File: config.mk
export PLATFORM = sky130hd
export DESIGN_NAME = multicycle_control
export DESIGN_NICKNAME = d
export VERILOG_FILES = /design/src/rtl/multicycle_control.sv
export SDC_FILE = /design/constraint.sdc
export NUM_CORES = 1
export LEC_CHECK = 0
export CELL_PAD_IN_SITES_DETAIL_PLACEMENT = 0
export CELL_PAD_IN_SITES_GLOBAL_PLACEMENT = 1
export CORE_UTILIZATION = 26
export CTS_CLUSTER_DIAMETER = 80
export DETAILED_ROUTE_END_ITERATION = 8
export GPL_TIMING_DRIVEN = 0
export PLACE_DENSITY_LB_ADDON = 0.05
export SYNTH_ARGS = -nofsm -noshare
export SYNTH_HDL_FRONTEND = slang
export SYNTH_SLANG_ARGS = --single-unit
File: constraint.sdc
create_clock -name clk -period 3.62 [get_ports clk]
set_input_delay 0.724 -clock clk [delete_from_list [all_inputs] [get_ports clk]]
set_output_delay 0.724 -clock clk [all_outputs]
set_load 0.02 [all_outputs]
File: src/rtl/multicycle_control.sv
// Main control FSM of the multi-cycle RV32I core: steps fetch/decode/execute/memory/writeback
// and stalls on mem_ready. Outputs decode from state; all outputs are forced low during reset.
module multicycle_control (
    input  logic       clk,
    input  logic       reset,
    input  logic [6:0] opcode,
    input  logic       zero,
    input  logic       mem_ready,
    output logic       pc_write,
    output logic       ir_write,
    output logic       mem_read,
    output logic       mem_write,
    output logic       i_or_d,
    output logic       reg_write,
    output logic [1:0] result_src,
    output logic [1:0] alu_src_a,
    output logic [1:0] alu_src_b,
    output logic [1:0] aluop,
    output logic       pc_source,
    output logic       illegal_instr,
    output logic [3:0] state_out
);

    localparam logic [6:0] OP_LOAD   = 7'b0000011;
    localparam logic [6:0] OP_STORE  = 7'b0100011;
    localparam logic [6:0] OP_RTYPE  = 7'b0110011;
    localparam logic [6:0] OP_ITYPE  = 7'b0010011;
    localparam logic [6:0] OP_BRANCH = 7'b1100011;
    localparam logic [6:0] OP_JAL    = 7'b1101111;

    typedef enum logic [3:0] {
        FETCH    = 4'd0,
        DECODE   = 4'd1,
        MEMADDR  = 4'd2,
        MEMREAD  = 4'd3,
        MEMWB    = 4'd4,
        MEMWRITE = 4'd5,
        EXEC_R   = 4'd6,
        EXEC_I   = 4'd7,
        ALUWB    = 4'd8,
        BRANCH   = 4'd9,
        JAL      = 4'd10
    } state_t;

    state_t state;

    always_ff @(posedge clk or posedge reset) begin
        if (reset) begin
            state <= FETCH;
        end else begin
            case (state)
                FETCH:    if (mem_ready) state <= DECODE;
                DECODE: begin
                    case (opcode)
                        OP_LOAD, OP_STORE: state <= MEMADDR;
                        OP_RTYPE:          state <= EXEC_R;
                        OP_ITYPE:          state <= EXEC_I;
                        OP_BRANCH:         state <= BRANCH;
                        OP_JAL:            state <= JAL;
                        default:           state <= FETCH;
                    endcase
                end
                MEMADDR:  state <= (opcode == OP_LOAD) ? MEMREAD : MEMWRITE;
                MEMREAD:  if (mem_ready) state <= MEMWB;
                MEMWRITE: if (mem_ready) state <= FETCH;
                EXEC_R:   state <= ALUWB;
                EXEC_I:   state <= ALUWB;
                default:  state <= FETCH;
            endcase
        end
    end

    // Gating on reset keeps strobes low even though FETCH itself asserts mem_read.
    always_comb begin
        pc_write      = 1'b0;
        ir_write      = 1'b0;
        mem_read      = 1'b0;
        mem_write     = 1'b0;
        i_or_d        = 1'b0;
        reg_write     = 1'b0;
        result_src    = 2'b00;
        alu_src_a     = 2'b00;
        alu_src_b     = 2'b00;
        aluop         = 2'b00;
        pc_source     = 1'b0;
        illegal_instr = 1'b0;
        state_out     = reset ? 4'd0 : state;
        if (!reset) begin
            case (state)
                FETCH: begin
                    mem_read  = 1'b1;
                    alu_src_b = 2'b01;
                    ir_write  = mem_ready;
                    pc_write  = mem_ready;
                end
                DECODE: begin
                    alu_src_a = 2'b01;
                    alu_src_b = 2'b10;
                    case (opcode)
                        OP_LOAD, OP_STORE, OP_RTYPE, OP_ITYPE, OP_BRANCH, OP_JAL: illegal_instr = 1'b0;
                        default: illegal_instr = 1'b1;
                    endcase
                end
                MEMADDR: begin
                    alu_src_a = 2'b10;
                    alu_src_b = 2'b10;
                end
                MEMREAD: begin
                    mem_read = 1'b1;
                    i_or_d   = 1'b1;
                end
                MEMWB: begin
                    reg_write  = 1'b1;
                    result_src = 2'b01;
                end
                MEMWRITE: begin
                    mem_write = 1'b1;
                    i_or_d    = 1'b1;
                end
                EXEC_R: begin
                    alu_src_a = 2'b10;
                    alu_src_b = 2'b00;
                    aluop     = 2'b10;
                end
                EXEC_I: begin
                    alu_src_a = 2'b10;
                    alu_src_b = 2'b10;
                end
                ALUWB: begin
                    reg_write = 1'b1;
                end
                BRANCH: begin
                    alu_src_a = 2'b10;
                    aluop     = 2'b01;
                    pc_source = 1'b1;
                    pc_write  = zero;
                end
                JAL: begin
                    pc_write   = 1'b1;
                    pc_source  = 1'b1;
                    reg_write  = 1'b1;
                    result_src = 2'b10;
                end
                default: ;
            endcase
        end
    end

endmodule
==> summary.md, run 1 <==
| Metric | Value |
|---|---|
| #FFs+latches synth | `4` |
| Finish-stage setup viols | `0` |
| Skew final | `~0.0024 ns` |
| Filler Cells Inserted | `209` |
| Run status | `complete, no violations` |
| Delay-heaviest family, CP | `buffers and inverters` |
| Biggest regs | `state: 4 flops` |
| Crit-path most repeated cell | `clkdlybuf4s50_1` |
| Final Worst Setup Slack | `0.266 ns` |
| Crit share post-route | `between 90% and 100%` |
| Largest net degree at the start of global routing | `11` |
| Gate power share | `42.2%` |
| Die ar. | `0.00236 mm²` |
| Largest area contributor in the netlist | `dfrtp_1` |
| Synth top area cells | `dfrtp_1 (18%), nor2_1 (9.3%), nor3_1 (6.2%)` |
| Chip height | `48.5 µm` |
| Sw frac | `33.9%` |
| Total I/O pin count | `31` |
| Ant diodes | `0` |
| P_leak | `between 0.0003 and 0.0004 µW` |
| RSZ-0062 raised after global routing | `false` |
| Min Tclk post-route | `about 3.4 ns` |
| Worst Hold Endpoint | `state[2]` |
| Worst-Skew Late Latency | `0.24 ns` |
| WL/cell | `11.9 µm` |
| Net switching power | `about 60 µW` |
| Sequential fraction of the synthesis area | `17.8%` |
| Multi-input logic area | `roughly 430 µm²` |
| R2R cell count | `4` |
| Layout cells sized above 1 | `~6.8%` |
| Die W | `48.5 µm` |
| Largest Register | `state` |
| Post-CTS Setup Inserts | `0` |
| Hold crit path type | `reg2reg` |
| Clock Power Share | `between 30% and 40%` |
| Vias | `just over 700` |
| Global route total overflow | `0` |
| Area Growth Syn to Fin | `63.3%` |
| Clock sinks | `4` |
| Antenna violations before repair | `0` |
| Post-synth top area share | `17.8%` |
| TritonCTS clock tree | `yes` |
| DP Worst Slack | `around 0.25 ns` |
| Final Wtd Congestion | `around 0.71` |
| First-pass GRT wire length | `approximately 2900 µm` |
| Post-Route WL | `between 1500 and 2000 µm` |
| Core area | `roughly 0.002 mm²` |
| CTS clk-pin slew, worst paths | `roughly 0.04 ns` |
| EDFF count, synth | `0` |
| Slew margin rel. | `between 70% and 80%` |
| CTS buffer count | `3` |
| Crit path largest cell delay | `just over 0.6 ns` |
| Worst Hold Depth | `3` |
| Worst-Margin Slew | `~0.40 ns` |
| R2R Path End | `state[0]` |
| Vias/cell | `between 4 and 5` |
| Cts hold-fix bufs | `0` |
| Async SR Flop Fraction | `100%` |
| GRT Overall Usage | `15.3%` |
| Dominant synthesized flop cell | `dfrtp_1` |
| Row count | `16` |
| Int Pwr | `120 µW` |
| Peak supply drop | `roughly 0.12 mV` |
| CP Class | `in2out` |
| H-tree Lvls | `1` |
| Iteration-0 DRC Markers | `11` |
| 1st-pass router iterations | `4` |
| Max Fclk | `298 MHz` |
| Post-synth cell types | `36` |
| Setup_tns | `0 ns` |
| Vias in the first global route | `approximately 670` |
| Cell count after synthesis | `85` |
| Starting Density | `28.1%` |
| WP data arrival | `around 2.6 ns` |
| Syn nets | `96` |
| Max-cap violations | `0` |
| Register area | `about 100 µm²` |
| CP Cell Sequence | `clkdlybuf4s50_1 -> inv_2 -> nand2_1 -> nor4_1 -> o21bai_1 -> clkdlybuf4s50_1` |
| Final nets | `between 100 and 150` |
| Cell area after synthesis | `between 500 and 600 µm²` |
| R2r setup slk | `2.19 ns` |
| CP Data Required Time | `between 2 and 3 ns` |
| Seq pwr share | `between 20% and 30%` |
| CP Launch Type | `input port` |
| CTS max path bufs | `2` |
| DRC | `0` |
| CP bufs+invs | `3` |
| # port buffers | `30` |
| Slew Limit Fails | `0` |
| Synth Warn # | `0` |
| Final hold vios | `0` |
| HPWL Detailed | `~1300 µm` |
| Setup crit end kind | `output port` |
| # resized after CTS | `0` |
| Max FFs per register | `4` |
| Root Driver | `clkbuf_4` |
| CP max FO | `8` |
| Final ANT Viol Nets | `0` |
| Power per cell area | `198 mW/mm²` |
| Worst r2r src | `state[1]` |
| CP max stage cell | `clkdlybuf4s50_1` |
| Hold Startpoint | `state[3]` |
| Syn Area/Cell | `about 6.6 µm²` |
## final cells by class
class / count / share of cell area, %
Buffer: 4 / 2.31
Clock buffer: 3 / 2.45
Inverter: 3 / 1.22
Multi-Input combinational cell: 74 / 46.8
Sequential cell: 4 / 10.9
Tap cell: 27 / 3.67
Timing Repair Buffer: 30 / 32.7
## power by group through the flow
stage               registers [µW]  logic (µW)  clock network, µW
floorplan                     49.3        40.4                  0
global placement              50.2        76.7                  0
detailed placement            50.2        76.5                  0
CTS                           49.7        76.9               55.4
global route                  49.9        83.3               62.3
finish                        49.6        76.6               55.5
## logic make-up (layout without fill, tap and decap cells)
group	count (synthesis)	in the layout	share of synthesized area (%)
DFF	4	4	17.8
buffers and inverters	7	40	5.78
AOI/OAI and AO/OA	19	19	24.0
muxes	1	1	2.00
xor gates and xnor gates	2	2	3.11
and+or+nand+nor	52	52	47.3
## per-stage QoR
step / std cells / area [µm²] / util [%] / total power [µW] / hold slack [ns]
after floorplan: 85 / 563 / - / 89.6 / 0.477
after global placement: 142 / 897 / 44.8 / 127 / 0.628
after detailed placement: 142 / 897 / 44.8 / 127 / 0.630
after CTS: 145 / 920 / 45.9 / 182 / 0.635
after global routing: 145 / 920 / 45.9 / 196 / 0.705
final: 145 / 920 / 45.9 / 182 / 0.636
## how the worst max path moves through the flow
stage	startpoint	end	slack [ns]	cells after the start
after floorplan	reset	pc_write	0.96	4
after global placement	reset	pc_write	0.24	6
after detailed placement	reset	pc_write	0.25	6
after CTS	reset	pc_write	0.24	6
after global routing	reset	pc_write	0.15	6
final	reset	pc_write	0.27	6
## cell usage after synthesis, types with 2 or more instances
| master | number |
|---|---|
| nor2_1 | 14 |
| nand2_1 | 9 |
| nor3_1 | 7 |
| a21oi_1 | 6 |
| nor2b_1 | 5 |
| dfrtp_1 | 4 |
| nand2b_1 | 4 |
| buf_2 | 2 |
| inv_1 | 2 |
| nand3_1 | 2 |
| nand3b_1 | 2 |
| nor3b_1 | 2 |
| nor4_1 | 2 |
| o21ai_0 | 2 |
## cell usage in the layout (no fill, tap or decap), types with 2 or more instances in the layout
master / instances
clkdlybuf4s50_1: 30
nor2_1: 14
nand2_1: 9
nor3_1: 7
a21oi_1: 6
nor2b_1: 5
nand2b_1: 4
dfrtp_1: 4
clkbuf_4: 3
nand3b_1: 2
inv_1: 2
buf_2: 2
nand3_1: 2
nor3b_1: 2
nor4_1: 2
o21ai_0: 2
## worst min-delay path: cells and delay by family (launching register included)
family	cells	cell delay (ns)
compound gates	2	0.18
simple gates	1	0.09
flops	1	0.33
## metal layers
layer / vias to the layer above / track usage (%) / routed length (µm)
li1: 373 / - / -
met1: 322 / 19.2 / 798
met2: 26 / 26.8 / 833
met3: 2 / 2.52 / 73
met4: 0 / 4.41 / 14
met5: - / 0 / 0
Note: power is estimated with default switching activity, not from simulation.
==> run 2, diff against run 1 <==
Settings changed: CAP_MARGIN set to 20.
==> results of run 2 <==
Final layout, timing and power as in run 1 (identical DEF).
==> variant: new RTL, flow settings as in run 2 <==
Reset style: synchronous (`reset`), changed in one clocked block.
--- a/src/rtl/multicycle_control.sv
+++ b/src/rtl/multicycle_control.sv
@@ -46,3 +46,3 @@
 
-    always_ff @(posedge clk or posedge reset) begin
+    always_ff @(posedge clk) begin
         if (reset) begin
Behaviour: same outputs for any inputs over 10 cycles, from zero or initial values and one cycle with reset high; that may be too few to reach the edited logic, so the function may still have changed.
==> variant against run 2 <==
Register-to-register slack worse by 0.19 ns. Final area up 8.0%. Setup slack better by 0.12 ns. Critical endpoint is now i_or_d. Largest cell class unchanged. Non-clock buffer count up 4. Area after synthesis grew 13%. Sequential cell count is the same. Critical path type unchanged. Utilization shrank 1.9 points. Wire length is 15% higher.
Power is not compared: it rests on default switching activity, and its combinational part moved more than twofold at a synthesized area within 25%.
==> variant: results (changes against run 2) <==
* Outcome: completed (unchanged)
* Layout cells sized above 1 at 9.92% (was 6.78%)
* Async set-or-reset flop fraction in the synthesized netlist at 0% (was 100%)
* Vias in the first global route at 745 (was 666)
* Worst-path fanout max at 10 (was 8)
* Worst min path class: flop to flop (unchanged)
* Post-Route Skew at 0.000777 ns (was 0.00235 ns)
* CTS clock-pin slew for the worst setup and hold paths at 0.03 ns
* Critical path data arrival time at 2.51 ns (was 2.63 ns)
* Dominant synthesized flop cell: dfxtp_1 (was dfrtp_1)
* # port buffers at 30 (unchanged)
* Final HPWL DP at 1460 µm (was 1270 µm)
* Worst-Margin Slew at 0.445 ns (was 0.396 ns)
* Syn Nets at 109 (was 96)
* Largest cells by area after synthesis: dfxtp_1 (13%), nor2_1 (8.9%), nor2b_1 (7.9%) (was dfrtp_1 (18%), nor2_1 (9.3%), nor3_1 (6.2%))
* Max reg flops at 4 (unchanged)
* WL/cell at 12.5 µm (was 11.9 µm)
* Fin nets at 144 (was 131)
* Sequential share of the synthesized area at 12.6% (was 17.8%)
* Cells after synthesis at 98 (was 85)
* Distinct cell type count after synthesis at 35 (was 36)
* Placer Congestion at 0.789 (was 0.705)
* Overall fraction of global-route tracks in use at 15.9% (was 15.3%)
* # fillers at 257 (was 209)
* Warning count from the yosys run at 0 (unchanged)
* Post-synth top cells: nor2_1 (15), a21oi_1 (9), nor2b_1 (8), nor3_1 (8) (was nor2_1 (14), nand2_1 (9), nor3_1 (7))
* Via count at 824 (was 723)
* DRT iter0 DRCs at 25 (was 11)
* First-pass GRT wire length at 3310 µm (was 2920 µm)
variant: changes by cell type after synthesis, sizes merged, moves of 2 or more:
cell / delta
nand2: -3
dfxtp: +4
nor2b: +3
nor3b: -2
a21oi: +3
o22ai: +2
nor4b: +5
or4: +2
nand2b: +2
dfrtp: -4
clkbuf: +3
variant: cell families after synthesis:
family | share of synthesized area [%]
and+or+nand+nor | 54.7
AOI/OAI and AO/OA | 22.0
buffers and inverters | 7.68
DFF | 12.6
xor gates and xnor gates | 1.38
muxes | 1.57
variant: area by class of cell:
type / count / share of cell area (%)
flip-flops and latches: 4 / 8.06
well taps: 28 / 3.53
plain buffers: 8 / 4.16
inverters: 2 / 0.756
clock buffers: 3 / 2.27
repair buffers: 30 / 30.2
multi-input cells: 84 / 51.0
variant: per-stage QoR:
step / utilization, % / worst slack (ns) / hold slack (ns) / instance area, µm² / instances
3_5_place_dp: 43.1 / 0.341 / 0.709 / 971 / 156
3_3_place_gp: 43.1 / 0.324 / 0.720 / 971 / 156
6_report: 44.1 / 0.381 / 0.722 / 993 / 159
2_1_floorplan: - / 0.944 / 0.603 / 636 / 98
4_1_cts: 44.1 / 0.329 / 0.718 / 993 / 159
5_1_grt: 44.1 / 0.211 / 0.758 / 993 / 159
variant: power by group through the flow:
stage / sequential, mW / combinational [mW] / clock, mW
global route: 0.0697 / 0.388 / 0.0573
global placement: 0.0695 / 0.354 / 0
detailed placement: 0.0694 / 0.353 / 0
floorplan: 0.0647 / 0.235 / 0
finish: 0.0689 / 0.354 / 0.0525
CTS: 0.0690 / 0.356 / 0.0552
variant: critical path: stages:
cell and delay, ns:
clkdlybuf4s50_1 0.45, clkbuf_1 0.25, nor2b_1 0.26, o21ai_0 0.12
nor2_1 0.10, clkdlybuf4s50_1 0.61
variant: routing by layer:
metal | GRT usage, % | share of wire (%)
met2 | 24.0 | 46
met1 | 23.9 | 49
met5 | 0 | 0
met4 | 4.05 | 0
met3 | 1.19 | 4.8
variant: final timing paths:
path              slack [ns]                  start  depth (start not counted)                    end
setup / recovery        0.38                  reset                          6                 i_or_d
hold / removal          0.72  state[0]$_SDFFE_PP0P_                          3  state[2]$_SDFFE_PP0P_
setup reg to reg        2.00  state[1]$_SDFFE_PP0P_                          5  state[1]$_SDFFE_PP0P_
hold reg to reg         0.72  state[0]$_SDFFE_PP0P_                          3  state[2]$_SDFFE_PP0P_
